===== src/rtl/rv32i_pkg.sv =====
// Shared RV32I constants and FSM state type for the multi-cycle control unit.
package rv32i_pkg;

  // Major opcodes (instr[6:0])
  localparam logic [6:0] OP_TYPE_R  = 7'b0110011;
  localparam logic [6:0] OP_TYPE_L  = 7'b0000011;
  localparam logic [6:0] OP_TYPE_I  = 7'b0010011;
  localparam logic [6:0] OP_TYPE_S  = 7'b0100011;
  localparam logic [6:0] OP_TYPE_B  = 7'b1100011;
  localparam logic [6:0] OP_TYPE_LU = 7'b0110111;
  localparam logic [6:0] OP_TYPE_AU = 7'b0010111;
  localparam logic [6:0] OP_TYPE_J  = 7'b1101111;
  localparam logic [6:0] OP_TYPE_JL = 7'b1100111;

  // ALU operation codes
  localparam logic [3:0] ALU_ADD  = 4'b0000;
  localparam logic [3:0] ALU_SUB  = 4'b1000;
  localparam logic [3:0] ALU_SLL  = 4'b0001;
  localparam logic [3:0] ALU_SLT  = 4'b0010;
  localparam logic [3:0] ALU_SLTU = 4'b0011;
  localparam logic [3:0] ALU_XOR  = 4'b0100;
  localparam logic [3:0] ALU_SRL  = 4'b0101;
  localparam logic [3:0] ALU_SRA  = 4'b1101;
  localparam logic [3:0] ALU_OR   = 4'b0110;
  localparam logic [3:0] ALU_AND  = 4'b0111;

  // Branch compare codes (aluControl[2:0] in B_EXE)
  localparam logic [2:0] BR_BEQ  = 3'b000;
  localparam logic [2:0] BR_BNE  = 3'b001;
  localparam logic [2:0] BR_BLT  = 3'b100;
  localparam logic [2:0] BR_BGE  = 3'b101;
  localparam logic [2:0] BR_BLTU = 3'b110;
  localparam logic [2:0] BR_BGEU = 3'b111;

  // Register-file write-data source select
  localparam logic [2:0] RFWD_ALU   = 3'd0;
  localparam logic [2:0] RFWD_LOAD  = 3'd1;
  localparam logic [2:0] RFWD_IMM   = 3'd2;
  localparam logic [2:0] RFWD_PCIMM = 3'd3;
  localparam logic [2:0] RFWD_PC4   = 3'd4;

  typedef enum logic [3:0] {
    FETCH  = 4'd0,
    DECODE = 4'd1,
    R_EXE  = 4'd2,
    I_EXE  = 4'd3,
    B_EXE  = 4'd4,
    LU_EXE = 4'd5,
    AU_EXE = 4'd6,
    J_EXE  = 4'd7,
    JL_EXE = 4'd8,
    S_EXE  = 4'd9,
    S_MEM  = 4'd10,
    L_EXE  = 4'd11,
    L_MEM  = 4'd12,
    L_WB   = 4'd13
  } state_e;

  // Execute state reached from DECODE; unknown opcodes fall back to FETCH.
  function automatic state_e decode_exe_state(input logic [6:0] opcode);
    state_e st;
    case (opcode)
      OP_TYPE_R:  st = R_EXE;
      OP_TYPE_L:  st = L_EXE;
      OP_TYPE_I:  st = I_EXE;
      OP_TYPE_S:  st = S_EXE;
      OP_TYPE_B:  st = B_EXE;
      OP_TYPE_LU: st = LU_EXE;
      OP_TYPE_AU: st = AU_EXE;
      OP_TYPE_J:  st = J_EXE;
      OP_TYPE_JL: st = JL_EXE;
      default:    st = FETCH;
    endcase
    return st;
  endfunction

  function automatic logic is_legal_opcode(input logic [6:0] opcode);
    logic legal;
    case (opcode)
      OP_TYPE_R, OP_TYPE_L, OP_TYPE_I, OP_TYPE_S, OP_TYPE_B,
      OP_TYPE_LU, OP_TYPE_AU, OP_TYPE_J, OP_TYPE_JL: legal = 1'b1;
      default:                                       legal = 1'b0;
    endcase
    return legal;
  endfunction

endpackage


===== src/rtl/multicycle_control_unit_alu_decoder.sv =====
// Combinational ALU-op decoder shared by the single- and multi-cycle control paths.
module alu_decoder
  import rv32i_pkg::*;
(
  input  logic [6:0] opcode_i,
  input  logic [2:0] funct3_i,
  input  logic       instr30_i,
  output logic [3:0] alu_control_o
);

  // Map instruction class and funct fields onto an ALU operation
  always_comb begin
    alu_control_o = ALU_ADD;
    case (opcode_i)
      OP_TYPE_R: alu_control_o = {instr30_i, funct3_i};
      // Only SRAI uses bit 30 among immediates; ADDI with imm[10]=1 must stay ADD.
      OP_TYPE_I: alu_control_o = {instr30_i & (funct3_i == 3'b101), funct3_i};
      OP_TYPE_B: alu_control_o = {1'b0, funct3_i};
      default:   alu_control_o = ALU_ADD;
    endcase
  end

endmodule


===== src/rtl/multicycle_control_unit.sv =====
// Multi-cycle RV32I control FSM driving DataPath controls, PC enable and data bus.
module multicycle_control_unit
  import rv32i_pkg::*;
(
  input  logic        clk,
  input  logic        reset,
  input  logic [31:0] instrCode,
  input  logic        busReady,
  output logic        regFileWe,
  output logic [3:0]  aluControl,
  output logic        aluSrcMuxSel,
  output logic [2:0]  RFWDSrcMuxSel,
  output logic        branch,
  output logic        jal,
  output logic        jalr,
  output logic        pcEn,
  output logic        busWe,
  output logic        busRe,
  output logic        illegalInstr,
  output logic [3:0]  state
);

  state_e     state_q;
  state_e     state_d;
  logic [6:0] opcode_s;
  logic       reg_we_s;
  logic       pc_en_s;
  logic       bus_we_s;
  logic       bus_re_s;
  logic       illegal_s;
  logic       unused_instr_bits_s;

  assign opcode_s            = instrCode[6:0];
  assign unused_instr_bits_s = ^{instrCode[31], instrCode[29:15], instrCode[11:7]};

  alu_decoder u_alu_decoder (
    .opcode_i      (opcode_s),
    .funct3_i      (instrCode[14:12]),
    .instr30_i     (instrCode[30]),
    .alu_control_o (aluControl)
  );

  // State register with synchronous reset to FETCH
  always_ff @(posedge clk) begin
    if (reset) begin
      state_q <= FETCH;
    end else begin
      state_q <= state_d;
    end
  end

  // Next-state: MEM states wait on busReady, every other path returns to FETCH
  always_comb begin
    state_d = FETCH;
    case (state_q)
      FETCH:   state_d = DECODE;
      DECODE:  state_d = decode_exe_state(opcode_s);
      S_EXE:   state_d = S_MEM;
      S_MEM:   state_d = busReady ? FETCH : S_MEM;
      L_EXE:   state_d = L_MEM;
      L_MEM:   state_d = busReady ? L_WB : L_MEM;
      default: state_d = FETCH;
    endcase
  end

  // Per-state control outputs; the PC advances exactly once per instruction
  always_comb begin
    reg_we_s      = 1'b0;
    aluSrcMuxSel  = 1'b0;
    RFWDSrcMuxSel = RFWD_ALU;
    branch        = 1'b0;
    jal           = 1'b0;
    jalr          = 1'b0;
    pc_en_s       = 1'b0;
    bus_we_s      = 1'b0;
    bus_re_s      = 1'b0;
    illegal_s     = 1'b0;
    case (state_q)
      DECODE: begin
        // Unknown opcode: skip the instruction without touching RF or bus
        illegal_s = ~is_legal_opcode(opcode_s);
        pc_en_s   = ~is_legal_opcode(opcode_s);
      end
      R_EXE: begin
        reg_we_s = 1'b1;
        pc_en_s  = 1'b1;
      end
      I_EXE: begin
        reg_we_s     = 1'b1;
        aluSrcMuxSel = 1'b1;
        pc_en_s      = 1'b1;
      end
      B_EXE: begin
        branch  = 1'b1;
        pc_en_s = 1'b1;
      end
      LU_EXE: begin
        reg_we_s      = 1'b1;
        RFWDSrcMuxSel = RFWD_IMM;
        pc_en_s       = 1'b1;
      end
      AU_EXE: begin
        reg_we_s      = 1'b1;
        RFWDSrcMuxSel = RFWD_PCIMM;
        pc_en_s       = 1'b1;
      end
      J_EXE: begin
        reg_we_s      = 1'b1;
        jal           = 1'b1;
        RFWDSrcMuxSel = RFWD_PC4;
        pc_en_s       = 1'b1;
      end
      JL_EXE: begin
        reg_we_s      = 1'b1;
        jal           = 1'b1;
        jalr          = 1'b1;
        aluSrcMuxSel  = 1'b1;
        RFWDSrcMuxSel = RFWD_PC4;
        pc_en_s       = 1'b1;
      end
      S_EXE: begin
        aluSrcMuxSel = 1'b1;
      end
      S_MEM: begin
        aluSrcMuxSel = 1'b1;
        bus_we_s     = 1'b1;
        pc_en_s      = busReady;
      end
      L_EXE: begin
        aluSrcMuxSel = 1'b1;
      end
      L_MEM: begin
        aluSrcMuxSel = 1'b1;
        bus_re_s     = 1'b1;
      end
      L_WB: begin
        aluSrcMuxSel  = 1'b1;
        reg_we_s      = 1'b1;
        RFWDSrcMuxSel = RFWD_LOAD;
        pc_en_s       = 1'b1;
      end
      default: begin
        reg_we_s = 1'b0;
      end
    endcase
  end

  // Reset kills every strobe immediately so a pending bus access is dropped
  assign regFileWe    = reg_we_s  & ~reset;
  assign pcEn         = pc_en_s   & ~reset;
  assign busWe        = bus_we_s  & ~reset;
  assign busRe        = bus_re_s  & ~reset;
  assign illegalInstr = illegal_s & ~reset;
  assign state        = state_q;

endmodule


===== config.mk =====
export PLATFORM = sky130hd
export DESIGN_NAME = multicycle_control_unit
export DESIGN_NICKNAME = d
export VERILOG_FILES = /design/src/rtl/rv32i_pkg.sv /design/src/rtl/multicycle_control_unit_alu_decoder.sv /design/src/rtl/multicycle_control_unit.sv
export SDC_FILE = /design/constraint.sdc
export NUM_CORES = 1
export LEC_CHECK = 0
export ABC_AREA = 1
export BUFFER_PORTS_ARGS = -buffer_cell sky130_fd_sc_hd__buf_4
export CAP_MARGIN = 20
export CORE_ASPECT_RATIO = 0.8
export CORE_MARGIN = 5
export CORE_UTILIZATION = 36
export CTS_CLUSTER_SIZE = 8
export DETAILED_ROUTE_END_ITERATION = 6
export HOLD_SLACK_MARGIN = 0.08
export MAX_ROUTING_LAYER = met4
export PLACE_DENSITY = 0.78
export SLEW_MARGIN = 20
export SYNTH_ARGS = -nofsm -noshare
export SYNTH_HDL_FRONTEND = slang
export SYNTH_SLANG_ARGS = --single-unit

===== constraint.sdc =====
create_clock -name clk -period 1.5 [get_ports clk]
set_input_delay 0.3 -clock clk [delete_from_list [all_inputs] [get_ports clk]]
set_output_delay 0.3 -clock clk [all_outputs]
set_load 0.005 [all_outputs]

==> qor.yml <==
yosys:
  synth_adder_area_share_pct: 0
  synth_top_family_by_area: "simple AND/OR/NAND/NOR gates"
  netlist_area_um2: 601.8
  ys_warn_count: 0
  synthMuxAreaShare_pct: 0
  netlist_instances: 119
  synth_fp_nets: 154
  synth_seq_cells: 4
  synth_simple_gate_area_share_pct: 59.25
  yosysUniqueCellTypes: 23
  syn_avg_cell_area_um2: 5.057
  seq_area_frac_synth_pct: 13.31
  synth_compound_area_share_pct: 12.89
  synth-xor-area-share_pct: 0
clock_tree:
  cts.sinks: 4
  cts-buffers-inserted: 3
  cts.reportedPaths.clkPinSlew_ns: 0.04
  cts_tree: "built"
  cts_hold_buf: 0
  cts_buffer_depth: 2
  clk_latency_ns: 0.24
  cts_root_buffer: "clkbuf_4"
  htree_levels: 1
worst_setup_path:
  worstPathRequired_ns: 1.20
  path_cells: "nor2_1 -> nand2_2 -> nand2_1 -> nor2_1 -> nand3_1 -> nor2_1 -> nor2_1 -> buf_4"
  max_stage_delay_ns: 0.36
  critPathMostFrequentCell: "nor2_1"
  endpoint_kind: "output pin"
  cp_max_fo: 5
  critPathKind: "reg -> out"
  critPathArrivalTime_ns: 1.34
  path_buf_inv: 1
  critPathLaunchType: "flop"
  r2r_slack_ns: 0.28
  critical_path.slowest_cell: "dfxtp_4"
  crit_family: "simple AND/OR/NAND/NOR gates"
power_and_ir_drop:
  ir_drop_v: 0.0004213
  p_leak_nw: 0.6330
  power.internal_uw: 263.5
  p_sw_uw: 123.1
  pwr-share-seq_pct: 28.7
  power_frac_clock_pct: 35.3
  pwr-share-comb_pct: 36.0
  power_density_nw_per_um2: 350.7
  netSwitchingFraction_pct: 31.83
cells_and_area:
  multi_input_area_um2: 491.7
  largest_reg_flops: 4
  syn_to_final_growth_pct: 83.16
  final-seq-area_um2: 95.09
  final_cells: 192
  antenna_cells: 0
  nets: 207
  drive_gt1_share_pct: 51.18
  fill_cells: 132
die:
  fp.coreArea_um2: 1610
  io_pins: 55
  dieWidth_um: 55.71
  start_util_pct: 37.37
  num_rows: 13
  dieArea_um2: 2594
  die_y_um: 46.57
placed_design:
  pre_cts_ws_ns: -0.01369
  detailed_place_hpwl_um: 1627
  dp.cells: 182
  numPortBuffers: 33
  gp_congestion: 0.8971
grt:
  grt_usage_pct: 16.02
  grt_max_degree: 10
  grt_pass1_wl_um: 3132
  antenna_found_initial: 0
  first_global_vias: 779
  grt_overflow_total: 0
detailed_routing:
  post-route-drc-count: 0
  via_count: 901
  ant_nets: 0
  initialDrtViolationCount: 22
  route.final.wire_length_um: 2136
  firstDrtPassIters: 4
  avgRoutedWirePerCell_um: 11.13
  avgViaCountPerCell: 4.693
sta:
  rsz0062_at_grt: "yes"
  skew_ns: 0.01041
  slew_violations: 0
  setup_viol: 3
  slew_headroom_pct: 85.85
  tightest_slew_ns: 0.2115
  fmax_mhz: 610.4
  period_share_pct: 109.2
  layout_setup_ws_ns: -0.1383
  hold_violations: 0
  min_period_ns: 1.638
job:
  drv_cap: 0
min_path:
  hold_class: "in -> reg"
outcome:
  violations: "setup timing"
  status: "finished with violations"
what timing repair did:
| item | in CTS | in global routing |
|---|---|---|
| gates resized for setup | 17 | 15 |
| setup buffers | 1 | 6 |
| pin swaps | 2 | 8 |
| endpoints found under the setup margin | 5 | 10 |
synthesized netlist by cell type, drive strengths merged:
library cell / count / share of area (%)
nand4: 2 / 2.1
nand2: 36 / 24
dfxtp: 4 / 13
nor2b: 1 / 1.0
o21ai: 3 / 2.5
o211ai: 1 / 1.2
nand3: 6 / 5.0
o2111a: 1 / 1.9
nor2: 29 / 21
o22ai: 1 / 1.0
nor3: 4 / 3.3
nand3b: 1 / 1.2
a21oi: 6 / 6.2
buf: 2 / 1.5
and2: 1 / 1.5
inv: 21 / 13
final timing paths:
| kind | startpoint | cells past startpoint | to |
|---|---|---|---|
| max | state[1] | 8 | pcEn |
| min reg2reg | state[0] | 4 | state[1] |
| min | reset | 2 | state[0] |
| max reg2reg | state[3] | 7 | state[3] |
power by group through the flow:
stage	sequential, mW	clock [mW]	combinational [mW]
final	0.111	0.136	0.139
after global routing	0.111	0.143	0.153
after CTS	0.110	0.139	0.124
after detailed placement	0.116	0	0.122
after global placement	0.115	0	0.119
after floorplan	0.115	0	0.0574
area by class of cell:
cell class	instances	area share, %
Multi-Input combinational cell	92	44.61
Timing Repair Buffer	50	34.39
Sequential cell	4	8.627
Inverter	21	7.832
Tap cell	22	2.497
Clock buffer	3	2.043
kinds of logic after synthesis:
kind of cell / Yosys count
simple gates: 80
flops: 4
buf+inv: 23
compound gates: 12
worst register-to-register path, stage by stage (launching register included):
cell and delay, ns:
dfxtp_4 0.37, inv_2 0.06, nor2_2 0.15, buf_4 0.15, nand2_1 0.06, nor2_1 0.16
nor3_1 0.08, a21oi_1 0.11
cell usage in the layout, fill, tap and decap left out, drive strengths merged:
master and n:
nand2 36, nor2b 1, o2111a 1, nand3b 1, nand4 2, dfxtp 4
buf 50, o22ai 1, clkbuf 3, and2 1, nor3 4, nor2 29
o211ai 1, nand3 6, a21oi 6, inv 21, o21ai 3
routing by layer:
layer / wire, um / up-vias / global-route usage, %
met5: 0 / - / -
met4: 41 / 0 / 8.252
met3: 109 / 6 / 2.801
met2: 1100 / 31 / 28.30
met1: 885 / 389 / 17.84
li1: - / 475 / -
metrics by stage:
step                power [mW]  cell area (um^2)  hold WS, ns  utilization, %   TNS [ns]
floorplan               0.1725             601.8       0.5023               -          0
global placement        0.2346             943.4       0.5383           58.59  -0.003877
detailed placement      0.2376             943.4       0.5418           58.59   -0.01369
CTS                     0.3735              1011       0.2788           62.78    -0.1934
global route            0.4071              1102       0.2998           68.45    -0.7293
finish                  0.3866              1102       0.2912           68.45    -0.2489
Note: power is estimated with default switching activity, not from simulation.
